--- config.mk ---
export PLATFORM = sky130hd
export DESIGN_NAME = nios2os_sysinfo_qsys
export DESIGN_NICKNAME = d
export VERILOG_FILES = /design/src/rtl/nios2os_sysinfo_pkg.sv /design/src/rtl/nios2os_sysinfo_uptime.sv /design/src/rtl/nios2os_sysinfo_qsys.sv
export SDC_FILE = /design/constraint.sdc
export NUM_CORES = 1
export LEC_CHECK = 0
export CAP_MARGIN = 20
export CORE_ASPECT_RATIO = 0.7
export CORE_UTILIZATION = 23
export DETAILED_ROUTE_END_ITERATION = 10
export GPL_TIMING_DRIVEN = 0
export HOLD_SLACK_MARGIN = 0.08
export PLACE_DENSITY = 0.46
export SETUP_SLACK_MARGIN = 0.15
export SYNTH_ARGS = -nofsm -noshare
export SYNTH_HDL_FRONTEND = slang
export SYNTH_SLANG_ARGS = --single-unit
--- constraint.sdc ---
create_clock -name clock -period 2.29 [get_ports clock]
set_clock_uncertainty 0.1 [all_clocks]
set_input_delay 0.3435 -clock clock [delete_from_list [all_inputs] [get_ports clock]]
set_output_delay 0.3435 -clock clock [all_outputs]
set_load 0.02 [all_outputs]
--- src/rtl/nios2os_sysinfo_pkg.sv ---
// Shared register map, field positions and word builders for the Nios II
// system-information slave.
package nios2os_sysinfo_pkg;

    // Word addresses within the 32-word slave window
    localparam logic [4:0] ADDR_ID          = 5'd0;
    localparam logic [4:0] ADDR_TIMESTAMP   = 5'd1;
    localparam logic [4:0] ADDR_VERSION     = 5'd2;
    localparam logic [4:0] ADDR_CAPS        = 5'd3;
    localparam logic [4:0] ADDR_UPTIME_LO   = 5'd4;
    localparam logic [4:0] ADDR_UPTIME_HI   = 5'd5;
    localparam logic [4:0] ADDR_SCRATCH     = 5'd6;
    localparam logic [4:0] ADDR_TICK_CTRL   = 5'd7;
    localparam logic [4:0] ADDR_TICK_PERIOD = 5'd8;
    localparam logic [4:0] ADDR_USER_BASE   = 5'd16;

    localparam int MAX_USER = 16;

    localparam int VERSION_HW_LSB       = 0;
    localparam int VERSION_NUM_USER_LSB = 16;
    localparam int CAPS_TICK_BIT        = 0;
    localparam int CAPS_UPTIME_W_LSB    = 8;
    localparam int TICK_EN_BIT          = 0;
    localparam int TICK_PEND_BIT        = 1;

    function automatic logic [31:0] version_word(input int num_user, input logic [15:0] hw_version);
        return (32'(num_user[15:0]) << VERSION_NUM_USER_LSB) | (32'(hw_version) << VERSION_HW_LSB);
    endfunction

    function automatic logic [31:0] caps_word(input logic tick_impl, input int uptime_w);
        return (32'(tick_impl) << CAPS_TICK_BIT) | (32'(uptime_w[7:0]) << CAPS_UPTIME_W_LSB);
    endfunction

endpackage

--- src/rtl/nios2os_sysinfo_uptime.sv ---
// Free-running uptime counter. A LO read (snap) latches the upper bits into a
// shadow so that a later HI read pairs coherently with the LO value.
module nios2os_sysinfo_uptime #(
    parameter int UPTIME_W = 64
) (
    input  logic        clock,
    input  logic        reset_n,
    input  logic        snap,
    output logic [31:0] lo,
    output logic [31:0] hi
);

    logic [UPTIME_W-1:0]    count_reg;
    logic [UPTIME_W-33:0]   shadow_reg;

    always_ff @(posedge clock or negedge reset_n) begin
        if (!reset_n) begin
            count_reg  <= '0;
            shadow_reg <= '0;
        end else begin
            count_reg <= count_reg + 1'b1;
            if (snap) begin
                shadow_reg <= count_reg[UPTIME_W-1:32];
            end
        end
    end

    assign lo = count_reg[31:0];

    generate
        if (UPTIME_W == 64) begin : g_hi_full
            assign hi = shadow_reg;
        end else begin : g_hi_ext
            assign hi = {{(64-UPTIME_W){1'b0}}, shadow_reg};
        end
    endgenerate

endmodule

--- src/rtl/nios2os_sysinfo_qsys.sv ---
// System-information Avalon-MM slave: ID/timestamp/version/caps, user words,
// coherent uptime, scratch and an optional tick IRQ (macro SYSINFO_TICK_IRQ_EN).
module nios2os_sysinfo_qsys
    import nios2os_sysinfo_pkg::*;
#(
    parameter logic [31:0]  SYSTEM_ID  = 32'h0000_0002,
    parameter logic [31:0]  TIMESTAMP  = 32'd1548746340,
    parameter logic [15:0]  HW_VERSION = 16'h0001,
    parameter int           NUM_USER   = 4,
    parameter logic [511:0] USER_INIT  = 512'h0,
    parameter int           ADDR_W     = 5,
    parameter int           UPTIME_W   = 64
) (
    input  logic              clock,
    input  logic              reset_n,
    input  logic [ADDR_W-1:0] address,
    input  logic              read,
    input  logic              write,
    input  logic [31:0]       writedata,
    output logic [31:0]       readdata,
    output logic              readdatavalid,
    output logic              irq
);

`ifdef SYSINFO_TICK_IRQ_EN
    localparam logic TICK_IMPL = 1'b1;
`else
    localparam logic TICK_IMPL = 1'b0;
`endif

    localparam logic [31:0] VERSION_WORD = version_word(NUM_USER, HW_VERSION);
    localparam logic [31:0] CAPS_WORD    = caps_word(TICK_IMPL, UPTIME_W);

    logic [31:0] rdata_reg;
    logic        rvalid_reg;
    logic [31:0] scratch_reg;
    logic [31:0] read_word;
    logic [31:0] uptime_lo;
    logic [31:0] uptime_hi;
    logic [31:0] user_words [MAX_USER];
    logic        snap;
    logic        wr_scratch;

    assign snap       = read  && (address == ADDR_UPTIME_LO);
    assign wr_scratch = write && (address == ADDR_SCRATCH);

    nios2os_sysinfo_uptime #(
        .UPTIME_W (UPTIME_W)
    ) u_uptime (
        .clock   (clock),
        .reset_n (reset_n),
        .snap    (snap),
        .lo      (uptime_lo),
        .hi      (uptime_hi)
    );

    // Unpopulated user slots are hard zero so they read like unmapped space
    generate
        for (genvar gi = 0; gi < MAX_USER; gi++) begin : g_user
            if (gi < NUM_USER) begin : g_on
                assign user_words[gi] = USER_INIT[32*gi +: 32];
            end else begin : g_off
                assign user_words[gi] = 32'h0;
            end
        end
    endgenerate

`ifdef SYSINFO_TICK_IRQ_EN
    logic        tick_en_reg;
    logic        tick_pend_reg;
    logic [31:0] tick_period_reg;
    logic [31:0] tick_cnt_reg;
    logic        wr_ctrl;
    logic        wr_period;
    logic        tick_run;
    logic        tick_hit;

    assign wr_ctrl   = write && (address == ADDR_TICK_CTRL);
    assign wr_period = write && (address == ADDR_TICK_PERIOD);
    assign tick_run  = tick_en_reg && (tick_period_reg != 32'h0);
    // A period rewrite restarts the count, so it also suppresses this cycle's tick
    assign tick_hit  = tick_run && !wr_period && (tick_cnt_reg == tick_period_reg - 32'd1);

    always_ff @(posedge clock or negedge reset_n) begin
        if (!reset_n) begin
            tick_en_reg     <= 1'b0;
            tick_pend_reg   <= 1'b0;
            tick_period_reg <= 32'h0;
            tick_cnt_reg    <= 32'h0;
        end else begin
            if (wr_ctrl) begin
                tick_en_reg <= writedata[TICK_EN_BIT];
            end
            if (wr_period) begin
                tick_period_reg <= writedata;
                tick_cnt_reg    <= 32'h0;
            end else if (tick_hit) begin
                tick_cnt_reg    <= 32'h0;
            end else if (tick_run) begin
                tick_cnt_reg    <= tick_cnt_reg + 32'd1;
            end
            if (tick_hit) begin
                tick_pend_reg <= 1'b1;
            end else if (wr_ctrl && writedata[TICK_PEND_BIT]) begin
                tick_pend_reg <= 1'b0;
            end
        end
    end

    assign irq = tick_pend_reg & tick_en_reg;
`else
    assign irq = 1'b0;
`endif

    always_comb begin
        read_word = 32'h0;
        case (address)
            ADDR_ID:          read_word = SYSTEM_ID;
            ADDR_TIMESTAMP:   read_word = TIMESTAMP;
            ADDR_VERSION:     read_word = VERSION_WORD;
            ADDR_CAPS:        read_word = CAPS_WORD;
            ADDR_UPTIME_LO:   read_word = uptime_lo;
            ADDR_UPTIME_HI:   read_word = uptime_hi;
            ADDR_SCRATCH:     read_word = scratch_reg;
`ifdef SYSINFO_TICK_IRQ_EN
            ADDR_TICK_CTRL:   read_word = (32'(tick_pend_reg) << TICK_PEND_BIT)
                                        | (32'(tick_en_reg) << TICK_EN_BIT);
            ADDR_TICK_PERIOD: read_word = tick_period_reg;
`endif
            default: begin
                if (address[4] && (int'(address[3:0]) < NUM_USER)) begin
                    read_word = user_words[address[3:0]];
                end
            end
        endcase
    end

    always_ff @(posedge clock or negedge reset_n) begin
        if (!reset_n) begin
            rdata_reg   <= 32'h0;
            rvalid_reg  <= 1'b0;
            scratch_reg <= 32'h0;
        end else begin
            rvalid_reg <= read;
            if (read) begin
                rdata_reg <= read_word;
            end
            if (wr_scratch) begin
                scratch_reg <= writedata;
            end
        end
    end

    assign readdata      = rdata_reg;
    assign readdatavalid = rvalid_reg;

endmodule

======== After elaboration in Yosys (flattened, before gate mapping) ========
Memory sizes are Yosys's and may differ from the RTL's.
Cells that the tools add are included.
storage, ports and cells
  word-level logic and storage cells ...... 24
  output and inout port bits .............. 34
  ROM bits ................................ 512
  memories kept ........................... 1
  bits in registers ....................... 161
memory list
  memory           words  width  rd ports  clocked after Yosys merged registers in  write ports  RTL line                     RTL
  (no name shown)  16     32     1         0                                        0            nios2os_sysinfo_qsys.sv:132  read_word = user_words[address[3:0]];
operators by class
  add/subtract/negate cells ............... 1
  order comparisons ....................... 2
  reduce and logical (&&, ||, !) cells .... 4
  equal/unequal tests ..................... 6
  muxes and demuxes ....................... 4
  bitwise logic cells ..................... 1
operators with widths
  operator                                                               count
  32-bit one-hot mux with 7 select lines                                 1
  32-bit 2-to-1 mux                                                      3
  64-bit by 1-bit adder with 64-bit output, second input constant        1
  5-bit by 3-bit equality test with 1-bit output, second input constant  3
  5-bit by 2-bit equality test with 1-bit output, second input constant  2
  5-bit by 1-bit equality test with 1-bit output, second input constant  1
  5-bit >= comparator, second input constant                             1
  5-bit zero test                                                        1
  4-bit inverter with 5-bit output                                       1
  4-bit by 3-bit < comparator with 1-bit output, second input constant   1
  1-bit logical AND                                                      3

======== Depth between registers and ports, before layout ========
  depth in word-level cells ............... 6
  gate-level depth with buffers ........... 8
  depth with buffers taken out ............ 6

======== Hierarchy ========
Synthesis repeated with hierarchy kept, for this count alone.
unflattened totals
  cells, all modules ...................... 642
  area, all modules ....................... 7582.3 sq um
by module, submodules not included
  module                  area an instance (sq um)  cells an instance  seq. area each (sq um)  instances
  nios2os_sysinfo_uptime  4391.7                    373                2402.3                  1
  nios2os_sysinfo_qsys    3190.6                    269                1626.6                  1

======== Worst setup path after synthesis ========
Ideal clock, no wire load.
  path type ............................... flip-flop to flip-flop
  from .................................... register u_uptime.count_reg[24]
  to ...................................... register u_uptime.count_reg[59]
  setup time .............................. 0.123 ns
  stages on the path, launching flop included .. 7
  setup slack ............................. 0.389 ns
  arrival time ............................ 1.679 ns
  path buffers ............................ 1
  clock period less this slack ............ 1.901 ns
  cell sequence ........................... dfrtp_1 -> and4_4 -> nand4_4 -> nor4_4 -> buf_6 -> nand4_4 -> xnor2_2
between the ends
  longest elaborated chain between the ends .. 1
RTL lines
  item                                      RTL line                      RTL
  from (decl)                               nios2os_sysinfo_uptime.sv:13  logic [UPTIME_W-1:0] count_reg;
  from (signal assigned)                    nios2os_sysinfo_uptime.sv:21  count_reg <= count_reg + 1'b1;
  64-bit by 1-bit adder with 64-bit output  nios2os_sysinfo_uptime.sv:21
No other way between the ends.
A chain may end at the register's enable or synchronous reset.

======== Worst setup path in the final report ========
  from .................................... register u_uptime.count_reg[1]
  to ...................................... register u_uptime.count_reg[36]
The elaborated chain is that of the path after synthesis.

==> qor.csv <==
stage,metric,value,unit
run_status,outcome,finished clean,
yosys,Simple-Gate Fraction of Synth Area,12.58,%
worst_setup_path,critical path launch point type,flip-flop,
power_and_ir_drop,Pwr Density,703.7,mW/mm^2
global_routing,largest net degree at the start of global routing,83,
yosys,mux cell area share after synthesis,11.32,%
timing,Final Hold Viols,0,
route,Post-Route WL,19.03,mm
floorplan,die area,0.03219,sq mm
yosys,Synth Cell Area,0.007238,sq mm
route,Via Count,4858,
timing,Max Clock Freq,0.4895,GHz
worst_setup_path,CP required,2.54,ns
floorplan,num ports,75,
placement,IO Port Bufs,71,
placement,Final GP Congestion,0.8077,
floorplan,Core ar.,0.03050,sq mm
yosys,async set-reset flop share out of synthesis,100.0,%
clock_network,Worst-path clk slew,0.07,ns
floorplan,Site Rows,53,
final_layout,Fillers,3148,
timing,Final Max Slew Viols,0,
clock_network,CTS Sinks,161,
placement,DP Worst Slack,-0.6481,ns
yosys,Synth Area in XOR/XNOR,7.606,%
worst_setup_path,R2R depth,8,
final_layout,layout cells sized above 1,25.39,%
yosys,synthesized netlist cell count,591,
worst_setup_path,RR Startpoint,u_uptime.count_reg[1],
route,1st-pass router iterations,4,
hold_path,Hold Path Class,input port to flip-flop,
clock_network,Clock Latency Late Sink,0.43,ns
clock_network,Clock Path Buffers,2,
hold_path,min-delay src,address[2],
timing,Setup Viol. Count Final,0,
hold_path,Hold Crit Depth,3,
global_routing,vias in the first global route,4771,
worst_setup_path,worst-path fanout max,6,
yosys,largest family of logic cells by synthesized area,simple AND/OR/NAND/NOR gates,
timing,fin worst setup slack,0.2472,ns
power_and_ir_drop,Peak supply drop,0.3893,mV
timing,period utilisation layout,89.21,%
clock_network,clock root buffer,clkbuf_16,
yosys,Seq cells post-synth,161,
yosys,Synth Area in Adders,0.1729,%
global_routing,GRT overflow,0,
yosys,Syn. warnings,0,
floorplan,initial core utilization,23.73,%
floorplan,chip height,150.4,um
final_layout,Nets,742,
final_layout,area delta synth->final,29.85,%
floorplan,Chip Width,214.0,um
route,DRC Markers,0,
clock_network,htree depth,4,
worst_setup_path,Reg2Reg Setup Slack,0.25,ns
worst_setup_path,Reg-to-Reg End,u_uptime.count_reg[36],
timing,RSZ-0062 raised after global routing,true,
placement,dpl hpwl,13.76,mm
final_layout,"commonest cells after routing, fill and taps aside","153 x dfrtp_1, 68 x clkdlybuf4s50_1, 63 x mux2_2",
final_layout,ANT cells,0,
yosys,syn nets,633,
power_and_ir_drop,Leakage,4.129,nW
route,DR iter-0 viols,307,
yosys,Post-synth EDFFs,0,
worst_setup_path,WS Path Type,flip-flop to flip-flop,
yosys,Mean Syn Cell Area,12.25,sq um
global_routing,Total GRT Usage,12.38,%
global_routing,global-route wire length before repair,29.64,mm
route,number of vias per cell,4.318,
route,wire per inst,16.92,um
timing,Slew headroom,45.30,%
yosys,dominant synthesized flop cell,dfrtp_1,
yosys,post-synthesis sequential area ratio,55.66,%
clock_network,CTS buffer count,17,
worst_setup_path,Worst EP arrival,2.30,ns
hold_path,Worst Hold Endpoint,readdata[31],
final_layout,Largest register FFs,64,
yosys,Synth Area in Compound Gates,8.366,%
global_routing,number of antenna violations at the first check in global routing,0,
final_layout,"commonest non-fill, non-tap cell in the layout",dfrtp_1,
yosys,Yosys cell types,49,
clock_network,CTS tree,built,
timing,worst slew pin tran,0.8205,ns
timing,hold_ws,0.1928,ns
route,ANT nets after route,0,
timing,Final min period,2.043,ns
worst_setup_path,crit path capture type,flip-flop,
flow_run,max_cap viols,0,
## cells by family after synthesis
kind of cell	Yosys count
DFF	161
and+or+nand+nor	137
AOI/OAI and AO/OA	89
muxes	74
buffers and inverters	66
xor gates and xnor gates	62
adders and majority gates	1
other	1
## critical path: stages (launching register included)
cell     delay [ns]
dfrtp_1        0.42
ha_4           0.17
and4_4         0.27
nand2_4        0.09
nor4_4         0.27
buf_4          0.18
buf_4          0.16
and3_1         0.17
xor2_1         0.14
## repair_timing
item                                    in CTS  in global routing
gates resized for setup                     13                 24
hold buffers                                 1                  0
pin swaps                                    3                  3
cloned                                       1                  0
endpoints found under the setup margin      84                 67
buffers inserted                             8                  8
hold endpoints to repair                    79                  0
## per-layer routing
metal | vias up | wire length [um] | GRT usage [%]
met5 | - | 0 | 0
met4 | 0 | 240 | 3.885
met3 | 14 | 659 | 2.687
met2 | 84 | 8197 | 17.63
met1 | 2431 | 9935 | 18.39
li1 | 2329 | - | -
## final cells by class
type	instances	area [sq um]	share of cell area (%)
clock inverters	12	203.9	2.170
repair buffers	90	875.8	9.318
clock buffers	20	456.7	4.859
well taps	412	515.5	5.485
flip-flops and latches	161	4039	42.97
multi-input cells	364	2992	31.83
inverters	38	142.6	1.518
plain buffers	28	173.9	1.850
## worst max path at each step
stage	from	endpoint	slack, ns
after CTS	address[1]	readdata[17]	0.13
after detailed placement	address[1]	readdata[16]	-0.65
after global placement	reset_n	u_uptime.count_reg[59]	-6.34
after floorplan	u_uptime.count_reg[24]	u_uptime.count_reg[59]	0.39
final	u_uptime.count_reg[1]	u_uptime.count_reg[36]	0.25
after global routing	u_uptime.count_reg[19]	u_uptime.count_reg[34]	0.13
## stage by stage
step | util, % | setup TNS, ns | area (sq um) | instances | total power [W]
after floorplan | - | 0 | 7238 | 591 | 0.003242
after global placement | 27.75 | -1045.19 | 8464 | 1074 | 0.003472
after detailed placement | 27.85 | -27.42 | 8497 | 1075 | 0.003481
after CTS | 30.39 | 0 | 9270 | 1117 | 0.006701
after global routing | 30.81 | 0 | 9399 | 1125 | 0.006867
final | 30.81 | 0 | 9399 | 1125 | 0.006614
## Yosys cell counts (2+ instances only)
cell type,n,share of area [%]
dfrtp_1,161,56
mux2_2,63,9.8
xnor2_1,45,5.4
inv_1,38,2.0
o22ai_1,32,2.8
nor2_1,24,1.2
nand2_1,20,1.0
nand3_1,18,1.2
nand4_1,18,1.6
a211oi_1,17,1.8
a22o_1,17,2.1
xor2_1,16,1.9
a21oi_1,15,1.0
mux2i_1,11,1.5
clkbuf_1,9,0.47
and3_1,8,0.69
buf_2,8,0.55
nor3_1,7,0.48
and4_1,6,0.73
and2_1,5,0.43
buf_4,5,0.52
nand3_2,5,0.69
buf_6,4,0.62
nand4_4,4,1.2
o21ai_0,4,0.28
and4_4,3,0.47
nor4_4,3,0.88
a22oi_1,2,0.21
buf_1,2,0.10
nor2b_1,2,0.17
## where the power goes
| group | total [W] | internal [W] | switching [W] |
|---|---|---|---|
| registers | 0.00304 | 0.00296 | 0.0000766 |
| clock network | 0.00320 | 0.00200 | 0.00119 |
| logic | 0.000380 | 0.000194 | 0.000186 |
| total | 0.00661 | 0.00516 | 0.00146 |
(Power assumes the default switching activity.)
